$ cat config.mk
export PLATFORM = sky130hd
export DESIGN_NAME = mac_acc_ctrl
export DESIGN_NICKNAME = d
export VERILOG_FILES = /design/src/rtl/mac_acc_ctrl.sv
export SDC_FILE = /design/constraint.sdc
export NUM_CORES = 1
export LEC_CHECK = 0
export ABC_AREA = 1
export ABC_CLOCK_PERIOD_IN_PS = 18500
export CAP_MARGIN = 20
export CORE_MARGIN = 2
export CORE_UTILIZATION = 52
export CTS_CLUSTER_DIAMETER = 40
export CTS_CLUSTER_SIZE = 8
export DETAILED_ROUTE_END_ITERATION = 8
export PLACE_DENSITY_LB_ADDON = 0.3
export SYNTH_ARGS = -nofsm -noshare
export SYNTH_HDL_FRONTEND = slang
export SYNTH_HIERARCHICAL = 1
export SYNTH_SLANG_ARGS = --single-unit
$ cat constraint.sdc
create_clock -name clk -period 18.5 [get_ports clk]
set_input_delay 1.85 -clock clk [delete_from_list [all_inputs] [get_ports clk]]
set_output_delay 1.85 -clock clk [all_outputs]
set_load 0.02 [all_outputs]
$ cat src/rtl/mac_acc_ctrl.sv
// Product accumulator: sums a group of unsigned products and hands the total over a valid/ready port.
// Optional MAC_VAR_LEN_EN adds a len input that sets the group length per group.
module mac_acc_ctrl #(
  parameter int bit_width      = 8,
  parameter int depth          = 4,
  parameter int multiply_width = 2*bit_width,
  parameter int acc_width      = multiply_width+depth-1
) (
  input  logic                         clk,
  input  logic                         rst,
  input  logic                         clear,
  input  logic                         in_valid,
  output logic                         in_ready,
  input  logic [multiply_width-1:0]    in_data,
  output logic                         out_valid,
  input  logic                         out_ready,
  output logic [acc_width-1:0]         out_sum,
  output logic [$clog2(depth+1)-1:0]   count,
  output logic                         busy
`ifdef MAC_VAR_LEN_EN
  ,
  input  logic [$clog2(depth+1)-1:0]   len
`endif
);

  localparam int CW = $clog2(depth+1);
  localparam logic [CW-1:0] DEPTH_L = CW'(depth);

  typedef enum logic [1:0] {IDLE, ACC, DONE} state_t;

  state_t               state_q, state_d;
  logic [acc_width-1:0] acc_q, acc_d, sum_add;
  logic [CW-1:0]        cnt_q, cnt_d, cnt_inc;
  logic [CW-1:0]        glen, glen_new;

`ifdef MAC_VAR_LEN_EN
  logic [CW-1:0] glen_q;

  // Out-of-range lengths fall back to a full group.
  function automatic logic [CW-1:0] norm_len(input logic [CW-1:0] l);
    return (l == '0 || l > DEPTH_L) ? DEPTH_L : l;
  endfunction

  assign glen_new = norm_len(len);
  assign glen     = glen_q;

  always_ff @(posedge clk or posedge rst) begin
    if (rst)
      glen_q <= DEPTH_L;
    else if (!clear && state_q == IDLE && in_valid)
      glen_q <= glen_new;
  end
`else
  assign glen_new = DEPTH_L;
  assign glen     = DEPTH_L;
`endif

  mac_ripple_add #(
    .a_width (multiply_width),
    .s_width (acc_width)
  ) u_add (
    .a   (in_data),
    .b   (acc_q),
    .sum (sum_add)
  );

  assign cnt_inc = cnt_q + CW'(1);

  always_comb begin
    state_d = state_q;
    acc_d   = acc_q;
    cnt_d   = cnt_q;
    if (clear) begin
      state_d = IDLE;
      acc_d   = '0;
      cnt_d   = '0;
    end else begin
      unique case (state_q)
        IDLE: if (in_valid) begin
          acc_d   = acc_width'(in_data);
          cnt_d   = CW'(1);
          state_d = (glen_new == CW'(1)) ? DONE : ACC;
        end
        ACC: if (in_valid) begin
          acc_d = sum_add;
          cnt_d = cnt_inc;
          if (cnt_inc == glen) state_d = DONE;
        end
        // The result handoff cycle never accepts a new product.
        DONE: if (out_ready) begin
          state_d = IDLE;
          acc_d   = '0;
          cnt_d   = '0;
        end
        default: state_d = IDLE;
      endcase
    end
  end

  always_ff @(posedge clk or posedge rst) begin
    if (rst) begin
      state_q <= IDLE;
      acc_q   <= '0;
      cnt_q   <= '0;
    end else begin
      state_q <= state_d;
      acc_q   <= acc_d;
      cnt_q   <= cnt_d;
    end
  end

  assign in_ready  = (state_q != DONE);
  assign out_valid = (state_q == DONE);
  assign busy      = (state_q != IDLE);
  assign out_sum   = acc_q;
  assign count     = cnt_q;

endmodule

// Ripple-carry adder: full adders over the width of a, half adders carrying into the upper bits of b.
module mac_ripple_add #(
  parameter int a_width = 16,
  parameter int s_width = 19
) (
  input  logic [a_width-1:0] a,
  input  logic [s_width-1:0] b,
  output logic [s_width-1:0] sum
);

  logic [s_width-1:0] c;

  assign c[0] = 1'b0;

  for (genvar i = 0; i < s_width; i++) begin : g_bit
    logic p;
    if (i < a_width) begin : g_fp
      assign p = a[i] ^ b[i];
    end else begin : g_hp
      assign p = b[i];
    end
    assign sum[i] = p ^ c[i];
    if (i < s_width-1) begin : g_carry
      if (i < a_width) begin : g_fa
        assign c[i+1] = (a[i] & b[i]) | (p & c[i]);
      end else begin : g_ha
        assign c[i+1] = b[i] & c[i];
      end
    end
  end

endmodule
* Yosys cells after proc, flatten, opt, wreduce, memory -nomap -nowiden
Cells that the tools add are included.
Widths: inputs -> output; s select.
** Cells by class
- $add $sub $neg :: 1
- Eq/ne operators :: 8
- Muxes and demuxes :: 16
- Bitwise logic cells :: 82
- Reduce and logical (&&, ||, !) cells :: 5
** Operators by type and width (number)
- $mux 19 :: 4
- $pmux 19 s3 :: 1
- $xor 1x1->1 :: 34
- $and 1x1->1 :: 33
- $or 1x1->1 :: 15
- $mux 3 :: 4
- $mux 2 :: 5
- $ne 3x3->1 const B :: 3
- $pmux 3 s3 :: 1
- $reduce_and 4->1 :: 2
- $pmux 2 s3 :: 1
- $reduce_bool 4->1 :: 1
- $add 3x1->3 const B :: 1
- $eq 3x3->1 const B :: 1
- $ne 3x2->1 const B :: 1
- $eq 2x1->1 const B :: 1
- $eq 2x2->1 const B :: 1
- $logic_not 2->1 :: 1
- $ne 2x2->1 const B :: 1
- $reduce_bool 2->1 :: 1
** Storage, ports and cells
- Bits in registers :: 24
- Output and inout port bits :: 25

* Logic depth before layout (Yosys ltp)
Gate-level depths: netlist of run 1.
- Depth after elaboration :: 37
- Mapped depth :: 23

* Modules after synthesis
Netlist of run 1, hierarchy kept.
** By module, submodules not included
- mac_acc_ctrl :: times used 1, cells each 190, area an instance 1358.8 um2, sequential area each 600.6 um2
- mac_ripple_add :: times used 1, cells each 24, area an instance 364.1 um2, sequential area each 0.0 um2

* Worst setup path after synthesis of run 1
Ideal clock, no wire load.
- Kind :: in2reg
- Start :: input in_data[0]
- End :: register acc_q[18], in the netlist out_sum[18]
- Setup time :: 76 ps
- Data arrival time :: 8362 ps
- Required time :: 18424 ps
- Setup slack :: 10062 ps
- Stages :: 23
- Cells stage by stage :: ha_1 fa_1 fa_1 fa_1 fa_1 fa_1 fa_1 fa_1 fa_1 fa_1 fa_1 fa_1 fa_1 fa_1 fa_1 fa_1 ha_1 ha_1 inv_1 nand2_1 nand2_1 nand2_1 o21ai_1
** On the way
- Cells in the longest elaborated chain, start to end :: 37
** RTL lines
- start: declaration :: RTL line 14 : input logic [multiply_width-1:0] in_data,
- $and 1x1->1 (2 in a row) :: RTL line 144 : assign c[i+1] = (a[i] & b[i]) | (p & c[i]);
- $or 1x1->1 :: RTL line 144
- $and 1x1->1 :: RTL line 144
- $or 1x1->1 :: RTL line 144
- $and 1x1->1 :: RTL line 144
- $or 1x1->1 :: RTL line 144
- $and 1x1->1 :: RTL line 144
- $or 1x1->1 :: RTL line 144
- [20 not listed]
- $and 1x1->1 :: RTL line 144
- $or 1x1->1 :: RTL line 144
- $and 1x1->1 (2 in a row) :: RTL line 146 : assign c[i+1] = b[i] & c[i];
- $xor 1x1->1 :: RTL line 141 : assign sum[i] = p ^ c[i];
- via sum_add[18] :: RTL line 32 : logic [acc_width-1:0] acc_q, acc_d, sum_add;
- $mux 19 :: RTL line 84 : ACC: if (in_valid) begin
- $pmux 19 s3 :: RTL line 78 : unique case (state_q)
- $mux 19 :: RTL line 73 : if (clear) begin
- end signal: assignment :: RTL line 103 : acc_q <= '0;
- end signal: assignment :: RTL line 107 : acc_q <= acc_d;
- end: declaration :: RTL line 32
The timed path passes the listed nets, and every way through them passes these cells. The select of a mux whose other input is x is not followed.
A chain may end at the register's enable or synchronous reset.

* Worst setup path in the final report of run 1
Ends and elaborated chain as after synthesis.

==> results of run 1 <==
==> layout by cell type, fill, tap and decap left out <==
master / Yosys / routed
fa_1: 15 / 15
inv_1: 14 / 14
nand3_2: 1 / 1
nand3_4: 1 / 1
nand2_1: 105 / 105
nor2_2: 2 / 2
clkbuf_4: 0 / 3
o21ai_1: 5 / 5
bufinv_16: 0 / 1
nand3_1: 21 / 21
ha_1: 9 / 9
dfrtp_1: 24 / 24
clkdlybuf4s50_1: 0 / 45
o21ai_0: 4 / 4
nor2_1: 4 / 4
buf_4: 2 / 1
nand2_2: 1 / 1
==> worst max-delay path, cell delays in order <==
cell and delay [ns]:
clkdlybuf4s50_1 0.44, ha_1 0.22, fa_1 0.38, fa_1 0.40, fa_1 0.39, fa_1 0.39, fa_1 0.38, fa_1 0.38
fa_1 0.38, fa_1 0.40, fa_1 0.39, fa_1 0.39, fa_1 0.41, fa_1 0.41, fa_1 0.39, fa_1 0.39
fa_1 0.38, ha_1 0.19, ha_1 0.19, inv_1 0.05, nand2_1 0.04, nand2_1 0.05, nand2_1 0.05, o21ai_1 0.13
==> layout make-up <==
| cell class | instances | area share [%] |
|---|---|---|
| timing repair buffer | 46 | 20.5 |
| multi-input combinational | 168 | 45.5 |
| tap | 44 | 2.46 |
| clock buffer | 3 | 1.01 |
| sequential | 24 | 26.8 |
| clock inverter | 1 | 1.34 |
| inverter | 14 | 2.35 |
==> registers in the layout, indices dropped and copies added (netlist names) <==
register  flops
state_q       2
count         3
out_sum      19
==> cells in the mapped netlist, drive strengths merged <==
cell type,instances,area share [%]
inv,14,3.1
buf,8,3.0
nor2,6,1.6
fa,15,17
dfrtp,24,35
nand3,23,7.7
o21ai,9,2.6
ha,9,6.5
nand2,106,23
==> layer usage <==
layer	vias to the layer above	routed length, um
li1	748	-
met1	692	1740
met2	37	1810
met3	5	153
met4	0	48
met5	-	0
==> logic make-up (layout without fill, tap and decap cells) <==
family                   Yosys count  in the layout  share of synthesized area [%]
AND/OR/NAND/NOR                  135            135                           32.5
adder cells (fa/ha/maj)           24             24                           24.0
flip-flops                        24             24                           34.9
buffers and inverters             22             64                           6.03
AO/OA/AOI/OAI                      9              9                           2.61
==> per-stage QoR <==
| stage | hold slack (ns) | total power, uW | area, um2 |
|---|---|---|---|
| CTS | 0.540 | 284 | 2240 |
| floorplan | 0.467 | 190 | 1720 |
| global route | 0.588 | 310 | 2240 |
| global placement | 0.487 | 240 | 2180 |
| finish | 0.540 | 283 | 2240 |
| detailed placement | 0.507 | 244 | 2180 |
==> final timing paths <==
path                                           endpoint                   start
worst min register to register   out_sum[0]$_DFFE_PP0P_  out_sum[0]$_DFFE_PP0P_
worst max-delay path            out_sum[18]$_DFFE_PP0P_              in_data[0]
worst max register to register  out_sum[18]$_DFFE_PP0P_  out_sum[0]$_DFFE_PP0P_
worst min-delay path             out_sum[0]$_DFFE_PP0P_  out_sum[0]$_DFFE_PP0P_
max in group asynchronous        out_sum[5]$_DFFE_PP0P_                     rst
min in group asynchronous       out_sum[17]$_DFFE_PP0P_                     rst
==> power by group through the flow <==
| stage | logic (uW) | registers (uW) | clock network [uW] |
|---|---|---|---|
| after floorplan | 90.8 | 99.4 | 0 |
| after global placement | 154 | 85.4 | 0 |
| after CTS | 160 | 84.6 | 40.0 |
| after global routing | 180 | 87.6 | 41.7 |
| final | 159 | 84.6 | 39.5 |
| after detailed placement | 158 | 85.6 | 0 |
==> summary.txt, run 1 <==
Clock network
  – Bufs on Longest Clock Path: 2
  – Clock buffer count from CTS: 3
  – CTS tree: built
  – Clock transition at the registers of the reported paths: around 0.15 ns
  – CTS H-tree lvls: 1
  – Cts repair resizes: 0
  – Clock tree root driver cell: clkbuf_4
  – Cts hold-fix bufs: 0
  – Sink Count: 24
  – Post-CTS Setup Bufs: 0
  – Clk_lat worst skew: 0.33 ns

Global routing
  – GRT Max-Usage Layer: met2
  – Global-route wire length before repair: 6310 um
  – Vias in the first global route: approximately 1400
  – Largest net degree at the start of global routing: 29
  – Antenna violations before repair: 0
  – GR Util All Layers: 22.5%
  – Met3 usage: 2.10%
  – Met2 Track Usage GR: 35.0%
  – Grt ovf: 0
  – GR Util met1: 33.8%

Worst setup path
  – Critical path arrival: 9.09 ns
  – Worst EP required: 18.75 ns
  – Worst-case reg-to-reg path depth: 23
  – Type of origin of the critical path: input port
  – Critical path peak fanout: 2
  – CP Capture Type: flip-flop
  – CP Class: input port to flip-flop
  – Worst R2R Setup Slack: 11.22 ns

STA
  – Post-route setup slack: 9.66 ns
  – Slew @ Worst Pin: slightly above 0.9 ns
  – Tmin final: slightly below 9 ns
  – RSZ-0062 raised after global routing: false
  – Period utilization: 47.8%
  – Setup_tns: 0 ns
  – Endpoints failing setup: 0
  – Max frequency: roughly 0.11 GHz
  – Clock Skew: 0.00857 ns
  – Number of hold violations in the final report: 0
  – Max-Slew Margin vs Limit: 38.4%
  – Final Max Slew Viols: 0

Logic synthesis
  – Mapped Avg Cell Area: just over 8 um2
  – Cell area after synthesis: 1720 um2
  – Netlist cell types: 16
  – Post-synth net total: 259
  – Post-synthesis register bit count: 24
  – Ys Warns: 6
  – Post-synthesis sequential area ratio: 34.9%
  – Synthesized instance count: 214

Floorplanning
  – Initial core utilization: 55.5%
  – Core Footprint: 3100 um2
  – Number of I/O pins: 46
  – Die width: around 60 um
  – Die area: 3790 um2
  – Cell row count: 20
  – Die height: between 60 and 70 um

Drt
  – Detailed-router iteration count before antenna repair: 4
  – Post-DRT Antenna Nets: 0
  – Final wirelength: roughly 3800 um
  – Via count: between 1000 and 1500
  – Via density: between 4 and 5
  – # DRC: 0
  – First DRT Iteration DRCs: 89
  – Mean routed wirelength per cell: between 10 and 15 um

Power
  – Pwr dens: around 130 nW/um2
  – Int Pwr: 156 uW
  – Part of the power in combinational logic: 56.2%
  – Maximum vdd drop: between 0.00006 and 0.00007 V
  – Net Switching: about 130 uW
  – Sequential Power Share: 29.9%
  – Clk pwr share: 13.9%
  – Static Leak: 0.00114 uW
  – Sw Ratio: 44.9%

Worst hold path
  – Hold path cells: 2
  – Worst Hold Class: flip-flop to flip-flop

Final layout
  – # fillers: 265
  – # diodes: 0
  – Synth-to-layout area growth: 29.8%
  – Multi-input gate area: 1020 um2
  – Non-filler cells, final: 300
  – Finished Core Util: between 70 and 80%
  – Reg area: 601 um2
  – Fraction of layout cells with a size suffix above 1: 3.91%
  – Layout Nets: 302

Outcome
  – Result of the run: finished clean

Placement
  – Hpwl dp: 2710 um
  – Inst Count DP: ~300
  – GPL Wtd Cong: 0.792
  – IO buf count: 45
  – Pre-CTS WS: 9.35 ns

Job
  – Max_cap viols: 0
No activity file was read; power rests on OpenSTA's default activity.
==> inputs of run 2 (changes only) <==
--- a/config.mk
+++ b/config.mk
@@ -6,10 +6,10 @@
 export NUM_CORES = 1
 export LEC_CHECK = 0
 export ABC_AREA = 1
-export ABC_CLOCK_PERIOD_IN_PS = 18500
+export ABC_CLOCK_PERIOD_IN_PS = 8300
 export CAP_MARGIN = 20
 export CORE_MARGIN = 2
-export CORE_UTILIZATION = 52
+export CORE_UTILIZATION = 48
 export CTS_CLUSTER_DIAMETER = 40
 export CTS_CLUSTER_SIZE = 8
 export DETAILED_ROUTE_END_ITERATION = 8
==> constraint.sdc (replaced) <==
create_clock -name clk -period 8.3 [get_ports clk]
set_input_delay 0.83 -clock clk [delete_from_list [all_inputs] [get_ports clk]]
set_output_delay 0.83 -clock clk [all_outputs]
set_load 0.02 [all_outputs]
==> summary.txt, run 2 (synthesis gave the netlist of run 1 again) <==
Outcome
  – Result of the run: finished clean

Global routing
  – GR Util All Layers: 20.7%
  – Vias in the first global route: 1480
  – Largest net degree at the start of global routing: 29
  – Antenna violations before repair: 0
  – Grt ovf: 0
  – Global-route wire length before repair: ~6700 um

Power
  – Maximum vdd drop: 0.000106 V
  – Static Leak: 0.00115 uW
  – Pwr dens: between 200 and 300 nW/um2

Final layout
  – Fin area: 2270 um2
  – Largest register FFs: 19
  – # diodes: 0
  – Synth-to-layout area growth: 31.6%
  – Non-filler cells, final: about 300
  – Most common cell after layout, fill and taps aside: nand2_1
  – Most frequent cells in the layout: nand2_1, clkdlybuf4s50_1, dfrtp_1
  – Layout Nets: a little over 300
  – Fraction of layout cells with a size suffix above 1: 4.28%

Drt
  – Final wirelength: 3910 um
  – Post-DRT Antenna Nets: 0
  – Mean routed wirelength per cell: roughly 13 um
  – First DRT Iteration DRCs: 88
  – Via count: roughly 1500
  – # DRC: 0
  – Detailed-router iteration count before antenna repair: 4
  – Via density: roughly 5

Clock network
  – Clk_lat worst skew: about 0.33 ns
  – Clock tree root driver cell: clkbuf_4
  – Cts hold-fix bufs: 0
  – Clock transition at the registers of the reported paths: 0.14 ns
  – Bufs on Longest Clock Path: 2
  – Post-CTS Setup Bufs: 0
  – Clock buffer count from CTS: 3
  – CTS tree: built
  – Cts repair resizes: 0
  – Sink Count: 24
  – CTS H-tree lvls: 1

Floorplanning
  – Die area: between 4000 and 5000 um2
  – Core Footprint: approximately 3400 um2
  – Die height: roughly 64 um
  – Number of I/O pins: 46
  – Initial core utilization: 50.8%
  – Cell row count: 21
  – Die width: roughly 64 um

Placement
  – GPL Wtd Cong: around 0.79
  – Inst Count DP: 298
  – Hpwl dp: about 2800 um
  – IO buf count: 45
  – Post-Place Cell Area: between 2000 and 2500 um2

Job
  – Max_cap viols: 0

STA
  – Max-Slew Margin vs Limit: 55.7%
  – Endpoints failing setup: 0
  – Number of hold violations in the final report: 0
  – Period utilization: a little over nine tenths
  – Slew @ Worst Pin: 0.664 ns
  – Max frequency: ~0.13 GHz
  – Setup_tns: 0 ns
  – RSZ-0062 raised after global routing: false
  – Clock Skew: 0.00946 ns
  – Final Max Slew Viols: 0
  – Tmin final: 7.85 ns

Worst setup path
  – Critical Path End: out_sum[18]$_DFFE_PP0P_
  – Critical path arrival: 8.10 ns
  – Worst R2R Setup Slack: 0.98 ns
  – CP Capture Type: flip-flop
  – Worst EP required: 8.55 ns
  – Critical path peak fanout: 2
  – CP Class: input port to flip-flop
  – Worst r2r src: out_sum[0]$_DFFE_PP0P_
  – Worst-case reg-to-reg path depth: 23
  – FF-to-FF End: out_sum[18]$_DFFE_PP0P_
  – CP Launch Point: in_data[0]
  – Type of origin of the critical path: input port

Worst hold path
  – Worst Hold Class: flip-flop to flip-flop
  – Hold path start: out_sum[0]$_DFFE_PP0P_
run 2: cell types whose count changed in the layout (fill, tap and decap cells not counted):
cell    before  now
buf_16       0    1
run 2: metal layers:
layer	up-vias	track usage (%)	part of all wire, %
met3	5	2.29	3.9
met2	31	34.4	48
li1	748	-	-
met5	-	0	0
met4	0	5.98	1.1
met1	735	28.8	47
run 2: area by class of cell:
| cell class | instances | area [um2] |
|---|---|---|
| Timing Repair Buffer | 47 | 485 |
| Clock inverter | 1 | 30.0 |
| Sequential cell | 24 | 601 |
| Clock buffer | 3 | 22.5 |
| Inverter | 14 | 52.6 |
| Tap cell | 46 | 57.6 |
| Multi-Input combinational cell | 168 | 1020 |
| Fill cell | 290 | 1120 |
run 2: how the worst min path moves through the flow:
stage / endpoint / slack [ns] / cells after the start
after floorplan: state_q[1]$_DFFE_PP0P_ / 0.47 / 2
after global placement: state_q[1]$_DFFE_PP0P_ / 0.49 / 2
after detailed placement: state_q[0]$_DFFE_PP0P_ / 0.50 / 2
after CTS: out_sum[0]$_DFFE_PP0P_ / 0.54 / 2
after global routing: state_q[1]$_DFFE_PP0P_ / 0.57 / 2
final: out_sum[0]$_DFFE_PP0P_ / 0.53 / 2
run 2: worst max-delay path, stage by stage:
cell             delay, ns
clkdlybuf4s50_1       0.43
ha_1                  0.22
fa_1                  0.39
fa_1                  0.39
fa_1                  0.40
fa_1                  0.40
fa_1                  0.40
fa_1                  0.39
fa_1                  0.39
fa_1                  0.40
fa_1                  0.40
fa_1                  0.40
fa_1                  0.40
fa_1                  0.39
fa_1                  0.41
fa_1                  0.41
fa_1                  0.38
ha_1                  0.19
ha_1                  0.19
inv_1                 0.05
nand2_1               0.04
nand2_1               0.05
nand2_1               0.05
o21ai_1               0.13
run 2: power by group:
part	internal [uW]	switching [uW]	leakage, uW
clock	48.9	38.1	0.0000279
sequential	151	37.5	0.000320
combinational	150	208	0.000801
total	350	283	0.00115
run 2: stage by stage:
stage                     power, uW  setup slack [ns]  hold WS, ns  util, %
final                           634             0.453        0.529     66.9
after global routing            689             0.225        0.573     66.9
after CTS                       635             0.459        0.536     66.1
after detailed placement        547             0.129        0.501     64.5
after global placement          537             0.299        0.488     64.5
after floorplan                 424             0.882        0.467        -
